[src/rtl/async_fifo_pkg.sv]
// async_fifo_pkg: shared limits and Gray/binary helpers; zero-extended operands make the 32-bit helpers valid for any pointer width up to 32
package async_fifo_pkg;
  localparam int SYNC_STAGES_MIN = 2;
  localparam int SYNC_STAGES_MAX = 4;
  localparam int GW = 32;
  function automatic logic [GW-1:0] gray2bin(input logic [GW-1:0] g);
    logic [GW-1:0] b;
    b[GW-1] = g[GW-1];
    for (int i = GW - 2; i >= 0; i--) b[i] = b[i+1] ^ g[i];
    return b;
  endfunction
  function automatic logic [GW-1:0] bin2gray(input logic [GW-1:0] b);
    return b ^ (b >> 1);
  endfunction
endpackage

[src/rtl/async_fifo_rd_ctrl_if.sv]
// async_fifo_rd_ctrl_if: read-side bundle; master drives wptr/rinc, slave returns raddr, rptr, rempty, ralmost_empty, rlevel, rerr_underflow
interface async_fifo_rd_ctrl_if #(parameter int ASIZE = 4);
  logic [ASIZE:0] wptr;
  logic rinc;
  logic [ASIZE-1:0] raddr;
  logic [ASIZE:0] rptr;
  logic rempty;
  logic ralmost_empty;
  logic [ASIZE:0] rlevel;
  logic rerr_underflow;
  modport master(output wptr, rinc, input raddr, rptr, rempty, ralmost_empty, rlevel, rerr_underflow);
  modport slave(input wptr, rinc, output raddr, rptr, rempty, ralmost_empty, rlevel, rerr_underflow);
endinterface

[src/rtl/async_fifo_rd_ctrl_gray_sync_n.sv]
// gray_sync_n: STAGES-deep flop chain (clk, async active-low rst_n, d in, q out) carrying a Gray pointer across clock domains
module gray_sync_n #(
  parameter int WIDTH = 5,
  parameter int STAGES = 2
) (
  input  logic clk,
  input  logic rst_n,
  input  logic [WIDTH-1:0] d,
  output logic [WIDTH-1:0] q
);
  logic [WIDTH-1:0] s [STAGES];
  always_ff @(posedge clk or negedge rst_n)
    if (!rst_n) for (int i = 0; i < STAGES; i++) s[i] <= '0;
    else begin
      s[0] <= d;
      for (int i = 1; i < STAGES; i++) s[i] <= s[i-1];
    end
  assign q = s[STAGES-1];
endmodule

[src/rtl/async_fifo_rd_ctrl.sv]
// async_fifo_rd_ctrl: read-domain FIFO control (rclk, async active-low rrst_n, bus: wptr/rinc in; raddr, rptr, rempty, ralmost_empty, rlevel, rerr_underflow out)
module async_fifo_rd_ctrl
  import async_fifo_pkg::*;
#(
  parameter int ASIZE = 4,
  parameter int SYNC_STAGES = 2,
  parameter int AE_THRESH = 1
) (
  input logic rclk,
  input logic rrst_n,
  async_fifo_rd_ctrl_if.slave bus
);
  localparam int PW = ASIZE + 1;
  if (SYNC_STAGES < SYNC_STAGES_MIN || SYNC_STAGES > SYNC_STAGES_MAX) begin : g_bad_sync
    $error("async_fifo_rd_ctrl: SYNC_STAGES out of range");
  end
  if (AE_THRESH < 0 || AE_THRESH > 2 ** ASIZE) begin : g_bad_ae
    $error("async_fifo_rd_ctrl: AE_THRESH out of range");
  end
  logic [PW-1:0] wq, wbin, rbin, rbin_next, rgray_next, level_next;
  logic ren;
  gray_sync_n #(.WIDTH(PW), .STAGES(SYNC_STAGES)) u_sync (
    .clk(rclk),
    .rst_n(rrst_n),
    .d(bus.wptr),
    .q(wq)
  );
  assign wbin = PW'(gray2bin(32'(wq)));
  assign ren = bus.rinc & ~bus.rempty;
  assign rbin_next = rbin + PW'(ren);
  assign rgray_next = PW'(bin2gray(32'(rbin_next)));
  assign level_next = wbin - rbin_next;
  assign bus.raddr = rbin[ASIZE-1:0];
  always_ff @(posedge rclk or negedge rrst_n)
    if (!rrst_n) begin
      rbin <= '0;
      bus.rptr <= '0;
      bus.rempty <= 1'b1;
      bus.ralmost_empty <= 1'b1;
      bus.rlevel <= '0;
      bus.rerr_underflow <= 1'b0;
    end else begin
      rbin <= rbin_next;
      bus.rptr <= rgray_next;
      bus.rempty <= rgray_next == wq;
      bus.rlevel <= level_next;
      bus.ralmost_empty <= 32'(level_next) <= AE_THRESH;
      bus.rerr_underflow <= bus.rinc & bus.rempty;
    end
endmodule

[src/flat_wrapper.sv]
// flat-port wrapper written by rule: the top's interface ports become plain ports
module async_fifo_rd_ctrl_flat import async_fifo_pkg::*;
#(
  parameter int ASIZE = 4,
  parameter int SYNC_STAGES = 2,
  parameter int AE_THRESH = 1
)
  (rclk, rrst_n, bus_wptr, bus_rinc, bus_raddr, bus_rptr, bus_rempty, bus_ralmost_empty, bus_rlevel, bus_rerr_underflow);
  async_fifo_rd_ctrl_if #(.ASIZE(ASIZE)) bus_i ();
  input logic rclk;
  input logic rrst_n;
  input wire logic [$bits(bus_i.wptr)-1:0] bus_wptr;
  input wire logic [$bits(bus_i.rinc)-1:0] bus_rinc;
  output wire logic [$bits(bus_i.raddr)-1:0] bus_raddr;
  output wire logic [$bits(bus_i.rptr)-1:0] bus_rptr;
  output wire logic [$bits(bus_i.rempty)-1:0] bus_rempty;
  output wire logic [$bits(bus_i.ralmost_empty)-1:0] bus_ralmost_empty;
  output wire logic [$bits(bus_i.rlevel)-1:0] bus_rlevel;
  output wire logic [$bits(bus_i.rerr_underflow)-1:0] bus_rerr_underflow;
  assign bus_i.wptr = bus_wptr;
  assign bus_i.rinc = bus_rinc;
  assign bus_raddr = bus_i.raddr;
  assign bus_rptr = bus_i.rptr;
  assign bus_rempty = bus_i.rempty;
  assign bus_ralmost_empty = bus_i.ralmost_empty;
  assign bus_rlevel = bus_i.rlevel;
  assign bus_rerr_underflow = bus_i.rerr_underflow;
  async_fifo_rd_ctrl #(.ASIZE(ASIZE), .SYNC_STAGES(SYNC_STAGES), .AE_THRESH(AE_THRESH)) u_core (.rclk(rclk), .rrst_n(rrst_n), .bus(bus_i));
endmodule
[config.mk]
export PLATFORM = sky130hd
export DESIGN_NAME = async_fifo_rd_ctrl_flat
export DESIGN_NICKNAME = d
export VERILOG_FILES = /design/src/rtl/async_fifo_pkg.sv /design/src/rtl/async_fifo_rd_ctrl_if.sv /design/src/rtl/async_fifo_rd_ctrl_gray_sync_n.sv /design/src/rtl/async_fifo_rd_ctrl.sv /design/src/flat_wrapper.sv
export SDC_FILE = /design/constraint.sdc
export NUM_CORES = 1
export LEC_CHECK = 0
export CORE_MARGIN = 4
export CORE_UTILIZATION = 50
export CTS_CLUSTER_DIAMETER = 150
export DETAILED_ROUTE_END_ITERATION = 8
export GPL_TIMING_DRIVEN = 1
export PLACE_DENSITY_LB_ADDON = 0.1
export SKIP_LAST_GASP = 1
export SYNTH_ARGS = -nofsm -noshare
export SYNTH_HDL_FRONTEND = slang
export SYNTH_SLANG_ARGS = --single-unit
export TNS_END_PERCENT = 5
[constraint.sdc]
create_clock -name rclk -period 4.8 [get_ports rclk]
set_clock_uncertainty 0.05 [all_clocks]
set_input_delay 1.2 -clock rclk [delete_from_list [all_inputs] [get_ports rclk]]
set_output_delay 1.2 -clock rclk [all_outputs]
set_load 0.01 [all_outputs]
==> metrics.md <==
| Metric | Value |
|---|---|
| Clock Root Buffer | clkbuf_4 |
| Path type of the worst setup path | in2reg |
| Fin. max-slew vios | 0 |
| Fraction of the mapped netlist area in adder cells | 0.07851 |
| Die height | 57.22 um |
| Met1 usage | 0.1566 |
| Outcome | finished clean |
| Ports | 25 |
| Crit Path Max Fanout | 7 |
| Mean routed wirelength per cell | 13.10 um |
| Largest cells by area after synthesis | dfrtp_1 52%, ha_1 6.2%, xnor3_1 5.6%, dfstp_2 4.3%, xor2_1 4.3% |
| Clk_lat worst skew | about 310 ps |
| Chip Width | around 57 um |
| Largest area contributor in the netlist | dfrtp_1 |
| CTS sink count | 27 |
| Vias in the first global route | ~730 |
| Layout area overhead | 24.90% |
| CTS max path bufs | 2 |
| IO Port Bufs | 24 |
| Core Box Area | 2255 um^2 |
| Post-CTS sizing | 0 |
| WL final | roughly 1.8 mm |
| Total gr overflow | 0 |
| Syn_area_per_cell | 15.14 um^2 |
| Crit path launch | bus_rinc |
| Htree depth | 1 |
| Synth warn | 0 |
| Worst path required time | around 5000 ps |
| Post-CTS Setup Repair Bufs | 0 |
| Fmax | 0.2827 GHz |
| Total number of vias | 674 |
| CP Capture Type | flip-flop |
| CTS tree | built |
| M3 GR Usage | 0.03846 |
| Ant. Diodes | 0 |
| Final nets | 124 |
| Initial antenna violation count | 0 |
| First-iteration detailed-routing DRC count | 5 |
| Relative slew slack | 0.2514 |
| Pleak | 0.7162 nW |
| Post-Syn Instances | 80 |
| Largest net degree at the start of global routing | 28 |
| First-pass DRT Iterations | 3 |
| Num rows | 17 |
| First-pass GRT wire length | 3.208 mm |
| Data arrival, critical path | 3720 ps |
| Starting Density | 0.5372 |
| Worst hold-check path type | reg2reg |
| Worst slew pin tran | ~1100 ps |
| Final period util | 0.7369 |
| Hold buffer count at CTS | 0 |
| Clock buffer count from CTS | 3 |
| Final Setup Violations | 0 |
| DP Cell Count | ~130 |
| Die Area | 3274 um^2 |
| Post-synth top area share | 0.5165 |
| Total track usage | 0.1288 |
| Area of the multi-input gates | 503.0 um^2 |
| Synth Area in Simple Gates | 0.08678 |
| Minimum clock period | 3537 ps |
| Final Non-Filler Cells | 136 |
| Post-Synth XOR/XNOR Area | 0.1983 |
| Final hold violations | 0 |
| Routed Antenna Nets | 0 |
| CTS clk-pin slew, worst paths | 130 ps |
| Startpoint types | primary input |
| Register Area | between 600 and 700 um^2 |
| Peak supply drop | 0.4211 mV |
| Met2 Use GR | 0.2104 |
| Post-synth cell types | 28 |
| Worst Min Path Start | u_core.u_sync.s[8] |
| DRC viols | 0 |
| Share of layout cells above drive strength 1 | 0.1111 |
| Post-synthesis compound-gate area fraction | 0.05165 |
| Register area share after synthesis | 0.5599 |
| DP HPWL | approximately 1.4 mm |
| Max Cap Viol | 0 |
| Setup TNS | 0 ps |
| Register bit total from synthesis | 27 |
| Gr busiest metal | met2 |
| Critical R2R Launch | u_core.u_sync.q[4] |
| Dominant combinational cell family by area after synthesis | XOR/XNOR gates |
| Synth Cell Area | 1211 um^2 |
| Post-synthesis mux area share | 0 |
| Post-Syn Nets | 95 |
| Fill count | between 150 and 200 |
| GP Congestion | 0.7616 |
| Vias/cell | 4.956 |
| RSZ-0062 raised after global routing | no |
| Power per cell area | 719.3 nW/um^2 |
[cell families (layout without fill, tap and decap cells)]
kind of cell / after synthesis / count (layout)
buffers and inverters: 8 / 36
flip-flops: 27 / 27
adder cells (fa/ha/maj): 7 / 7
AO/OA/AOI/OAI: 6 / 6
AND/OR/NAND/NOR: 15 / 15
XOR/XNOR: 17 / 17
[cell usage after synthesis]
master and count:
a2111oi_4 1, a21oi_1 1, a31oi_1 1, and2_1 2, and3_1 1, and4_4 1
dfrtp_1 25, dfstp_2 2, fa_1 1, ha_1 6, inv_1 8, nand2_1 1
nand3_1 3, nand3b_4 1, nor2b_1 3, nor3_1 1, o2111a_1 1, o21a_1 1
o21ai_0 1, or2_1 1, or3_1 1, xnor2_1 4, xnor2_2 1, xnor3_1 3
xor2_1 6, xor2_2 1, xor3_2 1, xor3_4 1
[final cells by class]
type | count | share of cell area
Sequential cell | 27 | 0.4483
Multi-Input combinational cell | 45 | 0.3325
Timing Repair Buffer | 24 | 0.1588
Tap cell | 28 | 0.02316
Inverter | 8 | 0.01985
Clock buffer | 4 | 0.01737
[placed cells by master (no fill, tap or decap), types with 2 or more instances in the layout]
master,synthesis,final
clkbuf_4,0,3
ha_1,6,6
and2_1,2,2
clkdlybuf4s50_1,0,24
nor2b_1,3,3
dfrtp_1,25,25
xnor2_1,4,4
dfstp_2,2,2
inv_1,8,8
nand3_1,3,3
xor2_1,6,6
xnor3_1,3,3
[per-layer routing]
| layer | part of all wire | wire [um] |
|---|---|---|
| met1 | 0.40 | 719 |
| met2 | 0.50 | 887 |
| met3 | 0.078 | 139 |
| met4 | 0.020 | 35 |
| met5 | 0 | 0 |
[power by group]
part / internal, mW / switching [mW]
logic: 0.347 / 0.304
registers: 0.308 / 0.0364
clock network: 0.0325 / 0.0606
total: 0.687 / 0.401
[per-stage QoR]
stage | util | power (mW) | hold WS, ps | setup slack (ps) | area [um^2]
after floorplan | - | 0.7851 | 281.2 | 1482 | 1211
after global placement | 0.6593 | 0.9872 | 282.6 | 990.1 | 1486
after detailed placement | 0.6593 | 1.007 | 285.5 | 920.1 | 1486
after CTS | 0.6709 | 1.103 | 316.1 | 1267 | 1513
after global routing | 0.6709 | 1.184 | 321.2 | 1157 | 1513
final | 0.6709 | 1.088 | 315.8 | 1263 | 1513
[state kept, by name (all words and copies together) (netlist names)]
name / cells
u_core.bus.rlevel: 5
u_core.u_sync.s: 5
u_core.u_sync.q: 5
u_core.bus.rempty: 1
u_core.rbin: 4
u_core.bus.rerr_underflow: 1
u_core.bus.ralmost_empty: 1
u_core.bus.rptr: 5
[worst max-delay path, cell delays in order]
cell	delay, ps
clkdlybuf4s50_1	410
nor2b_1	130
ha_1	200
ha_1	430
inv_1	80
ha_1	270
nor2b_1	130
o21a_1	170
or3_1	360
a2111oi_4	340
[worst paths after layout]
kind | cells past startpoint | slack [ps] | to
worst max-delay path | 10 | 1260 | u_core.bus.ralmost_empty
worst min-delay path | 0 | 320 | u_core.u_sync.q[3]
worst max register to register | 9 | 1710 | u_core.bus.ralmost_empty
worst min register to register | 0 | 320 | u_core.u_sync.q[3]
max in group asynchronous | 1 | 2620 | u_core.u_sync.s[5]
min in group asynchronous | 1 | 1420 | u_core.bus.rerr_underflow
Power figures use the tool's default switching activity.
